<file path="config.mk">
export PLATFORM = sky130hd
export DESIGN_NAME = mem_access_stage
export DESIGN_NICKNAME = d
export VERILOG_FILES = /design/src/rtl/mem_access_stage_pkg.sv /design/src/rtl/mem_lane_align.sv /design/src/rtl/mem_access_stage.sv
export SDC_FILE = /design/constraint.sdc
export NUM_CORES = 1
export LEC_CHECK = 0
export ABC_AREA = 1
export ABC_CLOCK_PERIOD_IN_PS = 1810
export BUFFER_PORTS_ARGS = -buffer_cell sky130_fd_sc_hd__buf_2
export CORE_UTILIZATION = 44
export DETAILED_ROUTE_END_ITERATION = 6
export MAX_ROUTING_LAYER = met4
export PLACE_DENSITY_LB_ADDON = 0.15
export SETUP_SLACK_MARGIN = 0.4
export SLEW_MARGIN = 20
export SYNTH_ARGS = -nofsm -noshare
export SYNTH_HDL_FRONTEND = slang
export SYNTH_SLANG_ARGS = --single-unit
</file>
<file path="constraint.sdc">
create_clock -name CLK -period 1.81 [get_ports CLK]
set_input_delay 0.181 -clock CLK [delete_from_list [all_inputs] [get_ports CLK]]
set_output_delay 0.181 -clock CLK [all_outputs]
set_load 0.03 [all_outputs]
</file>
<file path="src/rtl/mem_access_stage_pkg.sv">
// ============================================================================
// Module : mem_access_stage_pkg
// Brief  : Opcodes, FSM state type and lane/extend helpers for the MEM stage.
// Rev    : 1.0 - initial release
// ============================================================================
`default_nettype none

package mem_access_stage_pkg;

  localparam logic [5:0] OP_LB  = 6'h20;
  localparam logic [5:0] OP_LH  = 6'h21;
  localparam logic [5:0] OP_LW  = 6'h23;
  localparam logic [5:0] OP_LBU = 6'h24;
  localparam logic [5:0] OP_LHU = 6'h25;
  localparam logic [5:0] OP_SB  = 6'h28;
  localparam logic [5:0] OP_SH  = 6'h29;
  localparam logic [5:0] OP_SW  = 6'h2B;

  localparam logic [31:0] DEADBEEF_WORD = 32'hDEADBEEF;

  typedef enum logic [1:0] {
    ST_IDLE = 2'd0,
    ST_REQ  = 2'd1,
    ST_WAIT = 2'd2,
    ST_RESP = 2'd3
  } state_e;

  function automatic logic is_load(input logic [5:0] op);
    return op inside {OP_LB, OP_LH, OP_LW, OP_LBU, OP_LHU};
  endfunction

  function automatic logic is_store(input logic [5:0] op);
    return op inside {OP_SB, OP_SH, OP_SW};
  endfunction

  function automatic logic [3:0] lane_be(input logic [5:0] op, input logic [1:0] a);
    logic [3:0] be;
    case (op)
      OP_LB, OP_LBU, OP_SB: be = 4'b0001 << a;
      OP_LH, OP_LHU, OP_SH: be = a[1] ? 4'b1100 : 4'b0011;
      OP_LW, OP_SW:         be = 4'b1111;
      default:              be = 4'b0000;
    endcase
    return be;
  endfunction

  function automatic logic [31:0] load_extend(input logic [5:0] op, input logic [1:0] a,
                                              input logic [31:0] rdata);
    logic [7:0]  b;
    logic [15:0] h;
    logic [31:0] v;
    b = rdata[{a, 3'b000} +: 8];
    h = a[1] ? rdata[31:16] : rdata[15:0];
    case (op)
      OP_LB:   v = {{24{b[7]}}, b};
      OP_LBU:  v = {24'h0, b};
      OP_LH:   v = {{16{h[15]}}, h};
      OP_LHU:  v = {16'h0, h};
      default: v = rdata;
    endcase
    return v;
  endfunction

  function automatic logic misaligned(input logic [5:0] op, input logic [1:0] a);
    logic m;
    case (op)
      OP_LH, OP_LHU, OP_SH: m = a[0];
      OP_LW, OP_SW:         m = |a;
      default:              m = 1'b0;
    endcase
    return m;
  endfunction

endpackage

`default_nettype wire

</file>
<file path="src/rtl/mem_lane_align.sv">
// ============================================================================
// Module : mem_lane_align
// Brief  : Combinational byte-enable, store replication and load extension.
// Rev    : 1.0 - initial release
// ============================================================================
`default_nettype none

module mem_lane_align
  import mem_access_stage_pkg::*;
(
  input  logic [5:0]  op_i,
  input  logic [1:0]  addr_lo_i,
  input  logic [31:0] rt_i,
  input  logic [31:0] rdata_i,
  output logic [3:0]  be_o,
  output logic [31:0] wdata_o,
  output logic [31:0] load_o
);

  always_comb begin
    be_o   = lane_be(op_i, addr_lo_i);
    load_o = load_extend(op_i, addr_lo_i, rdata_i);
    case (op_i)
      OP_SB:   wdata_o = {4{rt_i[7:0]}};
      OP_SH:   wdata_o = {2{rt_i[15:0]}};
      default: wdata_o = rt_i;
    endcase
  end

endmodule

`default_nettype wire

</file>
<file path="src/rtl/mem_access_stage.sv">
// ============================================================================
// Module : mem_access_stage
// Brief  : MEM pipeline stage; variable-latency data-memory port with timeout.
//          Optional MEM_ALIGN_CHECK_EN aborts misaligned accesses before request.
// Rev    : 1.0 - initial release
// ============================================================================
`default_nettype none

module mem_access_stage
  import mem_access_stage_pkg::*;
#(
  parameter int TIMEOUT_CYC = 64
) (
  input  logic        CLK,
  input  logic        RST,
  input  logic        in_valid,
  output logic        in_ready,
  input  logic [31:0] Ins,
  input  logic [31:0] Result,
  input  logic [31:0] Rdata2,
  output logic        dmem_req,
  output logic        dmem_we,
  output logic [3:0]  dmem_be,
  output logic [31:0] dmem_addr,
  output logic [31:0] dmem_wdata,
  input  logic        dmem_gnt,
  input  logic        dmem_rvalid,
  input  logic [31:0] dmem_rdata,
  output logic        out_valid,
  input  logic        out_ready,
  output logic [31:0] Wdata,
  output logic        mem_err
);

  localparam int CNT_W = (TIMEOUT_CYC > 1) ? $clog2(TIMEOUT_CYC) : 1;

  state_e            state_q, state_d;
  logic [5:0]        op_q, op_d;
  logic [31:0]       result_q, result_d;
  logic [31:0]       rt_q, rt_d;
  logic [31:0]       wdata_q, wdata_d;
  logic              err_q, err_d;
  logic [CNT_W-1:0]  cnt_q, cnt_d;

  logic [5:0]        w_in_op;
  logic              w_misalign;
  logic [3:0]        w_be;
  logic [31:0]       w_load;
  logic              w_unused_ins;

  assign w_in_op      = Ins[31:26];
  assign w_unused_ins = ^Ins[25:0];

`ifdef MEM_ALIGN_CHECK_EN
  assign w_misalign = misaligned(w_in_op, Result[1:0]);
`else
  assign w_misalign = 1'b0;
`endif

  mem_lane_align u_lane (
    .op_i      (op_q),
    .addr_lo_i (result_q[1:0]),
    .rt_i      (rt_q),
    .rdata_i   (dmem_rdata),
    .be_o      (w_be),
    .wdata_o   (dmem_wdata),
    .load_o    (w_load)
  );

  always_comb begin
    state_d  = state_q;
    op_d     = op_q;
    result_d = result_q;
    rt_d     = rt_q;
    wdata_d  = wdata_q;
    err_d    = err_q;
    cnt_d    = cnt_q;
    case (state_q)
      ST_IDLE: begin
        if (in_valid) begin
          op_d     = w_in_op;
          result_d = Result;
          rt_d     = Rdata2;
          err_d    = 1'b0;
          if (!(is_load(w_in_op) || is_store(w_in_op))) begin
            wdata_d = Result;
            state_d = ST_RESP;
          end else if (w_misalign) begin
            wdata_d = Result;
            err_d   = 1'b1;
            state_d = ST_RESP;
          end else begin
            state_d = ST_REQ;
          end
        end
      end
      ST_REQ: begin
        if (dmem_gnt) begin
          if (is_store(op_q)) begin
            wdata_d = result_q;
            state_d = ST_RESP;
          end else begin
            cnt_d   = '0;
            state_d = ST_WAIT;
          end
        end
      end
      ST_WAIT: begin
        if (dmem_rvalid) begin
          wdata_d = w_load;
          state_d = ST_RESP;
        end else if (cnt_q == CNT_W'(TIMEOUT_CYC - 1)) begin
          wdata_d = DEADBEEF_WORD;
          err_d   = 1'b1;
          state_d = ST_RESP;
        end else begin
          cnt_d = cnt_q + 1'b1;
        end
      end
      default: begin
        // RESP returns to IDLE without accepting in the same cycle
        if (out_ready) state_d = ST_IDLE;
      end
    endcase
  end

  always_ff @(posedge CLK or negedge RST) begin
    if (!RST) begin
      state_q  <= ST_IDLE;
      op_q     <= '0;
      result_q <= '0;
      rt_q     <= '0;
      wdata_q  <= '0;
      err_q    <= 1'b0;
      cnt_q    <= '0;
    end else begin
      state_q  <= state_d;
      op_q     <= op_d;
      result_q <= result_d;
      rt_q     <= rt_d;
      wdata_q  <= wdata_d;
      err_q    <= err_d;
      cnt_q    <= cnt_d;
    end
  end

  assign in_ready  = (state_q == ST_IDLE);
  assign dmem_req  = (state_q == ST_REQ);
  assign dmem_we   = dmem_req && is_store(op_q);
  assign dmem_be   = dmem_req ? w_be : 4'b0000;
  assign dmem_addr = {result_q[31:2], 2'b00};
  assign out_valid = (state_q == ST_RESP);
  assign Wdata     = wdata_q;
  assign mem_err   = err_q;

endmodule

`default_nettype wire

</file>
# --- Word level (Yosys, flattened, before mapping) ---
# Index checks and enable logic that the tools add are counted.
totals:
  inputBits: 134
  regBits: 111
classes:
  shifts: 2
  eq_ne: 29
  add_sub_neg: 1
  mux: 30
  reduce_logical: 18
op_table:
  columns: ["cell", "count"]
  rows:
  - ["$mux W32", 6]
  - ["$pmux W32 S4", 1]
  - ["$eq A6 B6 Y1 const B", 17]
  - ["$pmux W32 S3", 1]
  - ["$pmux W32 S2", 1]
  - ["$shiftx A32 B6 Y8", 1]
  - ["$mux W6", 4]
  - ["$mux W16", 1]
  - ["$mux W2", 6]
  - ["$ne A2 B2 Y1 const B", 6]
  - ["$pmux W4 S3", 1]
  - ["$pmux W6 S2", 1]
  - ["$reduce_bool A3 Y1", 3]
  - ["$mux W4", 2]
  - ["$reduce_and A4 Y1", 2]
  - ["$add A6 B1 Y6 const B", 1]
  - ["$pmux W2 S3", 1]
  - ["$reduce_and A6 Y1", 1]
  - ["$reduce_or A3 Y1", 2]
  - ["$reduce_and A5 Y1", 1]
  - ["$reduce_bool A5 Y1", 1]
  - ["$eq A2 B2 Y1 const B", 2]
  - ["$mux W1", 4]
  - ["$ne A2 B1 Y1 const B", 2]
  - ["other kinds (11)", 12]

# --- Logic depth before layout (Yosys ltp) ---
# Gate-level depths: netlist of the first run.
logic_depth:
  ltp_word: 6
  depth_mapped: 12

# --- Modules after synthesis ---
# A second synthesis of the first run with hierarchy kept.
hier_totals:
  hier_cells: 995
  hier_area_um2: 7646.1
by_module_without_submodules:
  columns: ["mod", "area_each_um2", "cells_per_inst", "n_inst", "seq_area_each_um2"]
  rows:
  - ["mem_access_stage", 6020.8, 648, 1, 2777.7]
  - ["mem_lane_align", 1625.3, 347, 1, 0.0]

# --- Worst setup path before layout of the first run ---
# No wires, ideal clock.
synth_path:
  path_kind: "reg2reg"
  start: "register state_q[1]"
  end: "register wdata_q[10] (netlist: Wdata[10])"
  path_buffers: 1
  arrival_time_ns: 1.760
  stages_incl_launch_ff: 12
  setup_time_ns: 0.117
  path_slack_ns: -0.067
  period_less_slack_ns: 1.877
  required_time_ns: 1.693
  path_cell_list: "dfrtp_1 inv_1 ha_1 inv_1 or2_2 o21ai_0 inv_1 nand2_4 buf_6 nor2_1 nand2_1 nand2_1"
synth_via:
  elab_chain_cells: 3
  elab_cells_between_ends: 11
  cone_classes: "7 x eq/ne; 1 x mux; 3 x reduce/logical"
synth_rtl:
  columns: ["item", "line_no", "source"]
  rows:
  - ["start: declaration", "mem_access_stage.sv:37", "state_e state_q, state_d;"]
  - ["start signal: assignment", "mem_access_stage.sv:137", "state_q <= state_d;"]
  - ["$eq A2 B1 Y1 *", null, null]
  - ["net dmem_req", "mem_access_stage.sv:21", "output logic dmem_req,"]
  - ["$ne A2 B1 Y1 (no source line) / $reduce_bool A3 Y1 (equally long branches)", null, null]
  - ["$reduce_and A6 Y1 (no source line)", null, null]
  - ["end signal: assignment", "mem_access_stage.sv:141", "wdata_q <= wdata_d;"]
  - ["end: declaration", "mem_access_stage.sv:41", "logic [31:0] wdata_q, wdata_d;"]
# Mark *: on every way through the listed nets, which the timed path passes. The rest lies on a longest branch.
# A chain may end at the register's enable or synchronous reset.

# --- Worst setup path after layout of the first run ---
layout_path:
  start: "register op_q[5]"
  end: "output dmem_wdata[16]"
layout_via:
  elab_chain_cells: 2
  elab_cells_between_ends: 3
  cone_classes: "2 x eq/ne; 1 x mux"
layout_rtl:
  columns: ["item", "line_no", "source"]
  rows:
  - ["start: declaration", "mem_access_stage.sv:38", "logic [5:0] op_q, op_d;"]
  - ["start signal: assignment", "mem_access_stage.sv:138", "op_q <= op_d;"]
  - ["$eq A6 B6 Y1", "mem_lane_align.sv:23", "case (op_i)"]
  - ["$pmux W32 S2 *", "mem_lane_align.sv:23", null]
  - ["end: declaration", "mem_access_stage.sv:25", "output logic [31:0] dmem_wdata,"]
# Every way passes the cells marked *; elsewhere a longest branch is shown, timed or not.

==> results.cfg, run 1 <==
[die]
die_w_um = 128
core_um2 = 15400
die_y_um = 128
floorplan.die_area_um2 = 16500
ios = 239
initial_core_util = 0.456
fp-row-count = 45

[setup_path]
path_max_fanout = 7
cp-startpoint = op_q[5]
critical_path_class = flip-flop to primary output
worst-r2r-setup-slack_ps = -170
required_ps = 1630
critical_path_arrival_ps = 1890
critPathLaunchType = flip-flop
end_kind = primary output
worstReg2RegStart = op_q[1]

[synthesis]
synthTopCellsByArea = dfrtp_1, nand2_1, mux2_2
synth_top_area_cell = dfrtp_1
async_flop_share = 1.00
synthFlopType = dfrtp_1
syn_avg_cell_area_um2 = 7.46
synth_top_area_frac = 0.396
yosys_warnings = 0
synth_edf_count = 0
synth_cells = 941
syn-cell-area_um2 = 7020
synth.distinct_cells = 33
ys_ff_latch = 111
yosysSeqAreaShare = 0.396

[clocking]
cts_tree = done
clkTransAtPathRegs_ps = 80
clock_latency_ps = 360
numClockSinks = 111
clockBufferDepth = 2
ctsRootBufferMaster = clkbuf_16
h-tree-depth = 3
cts_buffers = 9

[layout]
seq_area_um2 = 2780
final_cell_mix = nand2_1, buf_2, dfrtp_1
nFillCells = 1281
final_common_cell = nand2_1
multi_input_area_um2 = 4200
utilization = 0.668
syn_to_final_growth_pct = 46.3
drive_gt1_frac = 0.445
fin_cells = 1386
fin_nets = 1308

[timing]
rsz0062_at_grt = true
max_slew_margin = 0.620
setup_ws_ps = -262
fin_skew_ps = 8.37
period_share = 1.14
min_period_ps = 2070
hold_viol = 0
holdWs_ps = 41.2
drv_slew = 0
fmax_ghz = 0.483
final-setup-viol-count = 65
tightestPinTransition_ps = 570

[detailed_routing]
routed_via_density = 5.11
wl_per_cell_um = 17.0
first_pass_iters = 6
antenna_left = 0
drtIter0Drc = 448
finalWirelength_um = 23600
vias = 7086
remaining_drc_errors = 0

[flow_run]
maxCapViolCount = 0

[worst_hold_path]
hold_start = Rdata2[18]
min-delay-path-class = input port to flip-flop

[placed_design]
hpwl_um = 14600
dp_cells = 1308
io_buffers = 210
gp_congestion = 0.850

[global_route]
track_usage = 0.283
grt_antenna_before_repair = 0
grt_pass1_wl_um = 35200
grt_max_degree = 45
overflow = 0
grt_pass1_vias = 6830

[pwr]
powerDensity_nw_per_um2 = 2080
p_leak_uw = 0.00544
peakVddDrop_mv = 1.23

[outcome]
status = finished, violations left
violations = negative setup slack
worst paths after layout:
kind | cells after the start | end
max reg2reg | 14 | Wdata[28]
min reg2reg | 2 | Wdata[11]
min | 2 | rt_q[18]
min in group asynchronous | 2 | cnt_q[3]
max | 7 | dmem_wdata[16]
max in group asynchronous | 3 | Wdata[17]
metal layers:
metal  GRT usage  vias to the layer above  wire length (um)
li1            -                     3448                 -
met1       0.353                     3373             10100
met2       0.465                      229             11600
met3      0.0584                       36              1500
met4      0.0727                        0               433
met5           -                        -                 0
cell usage after synthesis (5+ instances only):
cell        n
a21oi_1    52
buf_2      28
buf_4      41
clkbuf_1   17
dfrtp_1   111
ha_1        5
inv_1      61
inv_2       6
mux2_2     58
nand2_1   256
nand3_1    63
nand4_1     9
nor2_1    112
nor2_2      6
o21ai_0    44
o21ai_1    28
or2_2      11
cell type report:
type	instances	share of cell area
multi-input combinational	673	0.409
sequential	111	0.271
timing repair buffer	307	0.239
inverter	67	0.0258
tap	211	0.0257
clock buffer	9	0.0219
clock inverter	7	0.00768
antenna	1	0.000244
report_power, final:
| part | switching, uW | total, uW | internal [uW] |
|---|---|---|---|
| Sequential | 894 | 4600 | 3700 |
| Combinational | 8420 | 14600 | 6200 |
| Clock | 1010 | 2110 | 1100 |
critical path: stages (launching register included):
cell and delay (ps):
dfrtp_1 390, inv_2 70, nor2_4 210, nand3_4 150
nand2_4 120, buf_12 130, mux2_4 310, buf_6 140
state kept, by name, indices dropped and copies added, names as in the netlist:
| register | flops |
|---|---|
| cnt_q | 6 |
| Wdata | 32 |
| result_q | 32 |
| state_q | 2 |
| mem_err | 1 |
| rt_q | 32 |
| op_q | 6 |
through the flow:
| step | setup TNS [ps] | setup WS (ps) | power (uW) | instance area [um^2] |
|---|---|---|---|---|
| after global routing | -17950 | -334 | 22700 | 10300 |
| after global placement | 0 | 58.6 | 15900 | 8460 |
| final | -10490 | -262 | 21300 | 10300 |
| after detailed placement | 0 | 63.3 | 16000 | 8460 |
| after CTS | -7680 | -222 | 20000 | 9710 |
| after floorplan | 0 | 213 | 13700 | 7400 |
cells by family (layout without fill, tap and decap cells):
logic type | after synthesis | count (layout) | share of synthesized area
AND/OR/NAND/NOR | 471 | 471 | 0.283
buffers and inverters | 158 | 390 | 0.116
AO/OA/AOI/OAI | 134 | 134 | 0.0990
flip-flops | 111 | 111 | 0.396
multiplexers | 58 | 58 | 0.0931
adder cells (fa/ha/maj) | 5 | 5 | 0.00892
XOR/XNOR | 3 | 3 | 0.00375
other | 1 | 3 | 0.000535
what timing repair did:
action | CTS | global route
endpoints found under the hold margin | 37 | 0
endpoints found under the setup margin | 124 | 143
pin swaps | 19 | 24
hold buffers | 1 | 0
resized for setup | 171 | 69
gates cloned | 6 | 5
buffers inserted | 27 | 22
Note: power is estimated with default switching activity, not from simulation.
==> inputs of run 2 (changes only) <==
ABC_AREA = not set   (was 1)
PLACE_DENSITY = 0.8   (was not set)
PLACE_DENSITY_LB_ADDON = not set   (was 0.15)
==> run 2 against run 1 <==
The run still ends with negative setup slack left. Sequential cell count did not move. Power up 8.4%. Clock power shrank 6%. Fmax shrank 6.4%. Hold slack about the same. Critical path depth stayed put. Synthesized area is 7.5% lower. Wire length is 2.9% higher. Non-clock buffer count is 32 higher. Core utilization rose by 4.4 points. Global-route usage is 2.0 points higher. Critical path type unchanged.
==> results.cfg, run 2 <==
[outcome]
status = finished, violations left
violations = negative setup slack

[timing]
setup_ws_ps = -404
hold_viol = 0
period_share = 1.22
holdWs_ps = 41.3
final-setup-viol-count = 63
min_period_ps = 2210
tns_ps = -18510
rsz0062_at_grt = true
fin_skew_ps = 18.1
fmax_ghz = 0.452
drv_slew = 0

[clocking]
clockBufferDepth = 2
cts_buffers = 9
cts_tree = done
numClockSinks = 111
h-tree-depth = 3
ctsRootBufferMaster = clkbuf_16
clock_latency_ps = 370
clkTransAtPathRegs_ps = 80

[die]
floorplan.die_area_um2 = 15200
core_um2 = 14500
initial_core_util = 0.448
die_w_um = 123
ios = 239
fp-row-count = 44
die_y_um = 123

[synthesis]
yosys_warnings = 0
synth_top_area_frac = 0.428
yosysSeqAreaShare = 0.428
synthTopCellsByArea = dfrtp_1, mux2_2, buf_4
synth.distinct_cells = 51
synthTopCellsByCount = mux2_2, dfrtp_1, nand2_1
async_flop_share = 1.00
synth_cells = 635
synth_top_area_cell = dfrtp_1
synthMostInstantiatedCell = mux2_2
ys_ff_latch = 111
synth_edf_count = 0
syn_avg_cell_area_um2 = 10.2
syn-cell-area_um2 = 6490
synthFlopType = dfrtp_1

[global_route]
grt_antenna_before_repair = 4
track_usage = 0.302
grt_max_degree = 71
grt_pass1_vias = 6192
overflow = 0
grt_pass1_wl_um = 33500

[detailed_routing]
remaining_drc_errors = 0
vias = 6574
antenna_left = 0
routed_via_density = 5.98
finalWirelength_um = 24300
wl_per_cell_um = 22.1
first_pass_iters = 6
drtIter0Drc = 628

[setup_path]
path_max_fanout = 8
critical_path_class = flip-flop to primary output
critPathLaunchType = flip-flop
required_ps = 1630
critical_path_arrival_ps = 2030
end_kind = primary output

[pwr]
powerDensity_nw_per_um2 = 2240
peakVddDrop_mv = 1.53
p_leak_uw = 0.00497

[layout]
seq_area_um2 = 2780
nFillCells = 927
drive_gt1_frac = 0.637
final_common_cell = buf_2
syn_to_final_growth_pct = 58.9
multi_input_area_um2 = 4260
final_cell_mix = buf_2, dfrtp_1, mux2_4
fin_nets = 1046
fin_cells = 1100

[placed_design]
dp_cells = 1019
hpwl_um = 14100
io_buffers = 210
gp_congestion = 0.860

[worst_hold_path]
min-delay-path-class = input port to flip-flop

[flow_run]
maxCapViolCount = 0
-- run 2: cell types whose count changed after synthesis, sizes merged, moves of 10 or more --
cell	change
a21oi	-16
mux2i	+15
a31oi	+24
nand3	-59
nand2	-203
nor2	-78
clkbuf	+10
o21ai	-58
mux2	+61
o32ai	+11
inv	-51
buf	-17
nor2b	+12
-- run 2: critical path: stages, from the launching register on --
cell,delay [ps]
dfrtp_1,410
and4bb_2,350
buf_6,130
nand2b_4,80
nor2_4,100
buf_12,150
mux2_4,310
buf_6,140
-- run 2: final cells by class --
type                            count  share of cell area
Sequential cell                   111               0.269
Inverter                           17             0.00619
Timing Repair Buffer              339               0.261
Clock inverter                      6             0.00510
Antenna cell                        4            0.000971
Tap cell                          184              0.0223
Clock buffer                       10              0.0222
Multi-Input combinational cell    429               0.413
-- run 2: metal layers --
metal  track usage  vias to the layer above  part of all wire
met5             -                        -                 0
li1              -                     2802                 -
met1         0.374                     3186              0.39
met4         0.142                        0             0.052
met2         0.478                      470              0.48
met3        0.0581                      116             0.074
-- run 2: cells by family (layout without fill, tap and decap cells) --
kind of cell | count (synthesis) | in the layout | synth area share
simple gates | 156 | 160 | 0.111
buf+inv | 101 | 372 | 0.0852
mux | 135 | 135 | 0.233
flops | 111 | 111 | 0.428
compound gates | 126 | 127 | 0.132
other cells | 1 | 6 | 0.000578
fa+ha+maj | 5 | 5 | 0.00964
-- run 2: timing repair --
item / CTS / global route
pin swaps: 48 / 32
endpoints found under the hold margin: 111 / 0
buffers inserted: 30 / 17
setup endpoints to repair: 139 / 143
cloned: 13 / 0
resized for setup: 158 / 55
hold buffers: 1 / 0
-- run 2: final timing paths --
check	endpoint	slack (ps)	startpoint	cells past startpoint
setup reg to reg	Wdata[3]	-390	op_q[3]	8
hold reg to reg	Wdata[9]	520	Wdata[9]	1
max in group asynchronous	cnt_q[0]	1090	RST	3
min in group asynchronous	result_q[21]	150	RST	2
hold / removal	rt_q[4]	40	Rdata2[4]	2
setup / recovery	dmem_wdata[11]	-400	op_q[4]	7
-- run 2: stage by stage --
stage                     cell area [um^2]  utilization  power [uW]  setup slack [ps]
final                                10300        0.712       23100              -404
after detailed placement              8540        0.590       17400              -256
after global placement                8540        0.590       17100              -191
after global routing                 10300        0.712       24000              -461
after floorplan                       7300            -       14800              -237
after CTS                             9950        0.687       21700              -344
-- run 2: power by group --
group	internal [uW]	switching (uW)	total, uW	leakage [uW]
clock	962	1030	1990	0.000137
combinational	7710	8590	16300	0.00351
sequential	3770	1050	4820	0.00133
total	12400	10700	23100	0.00497
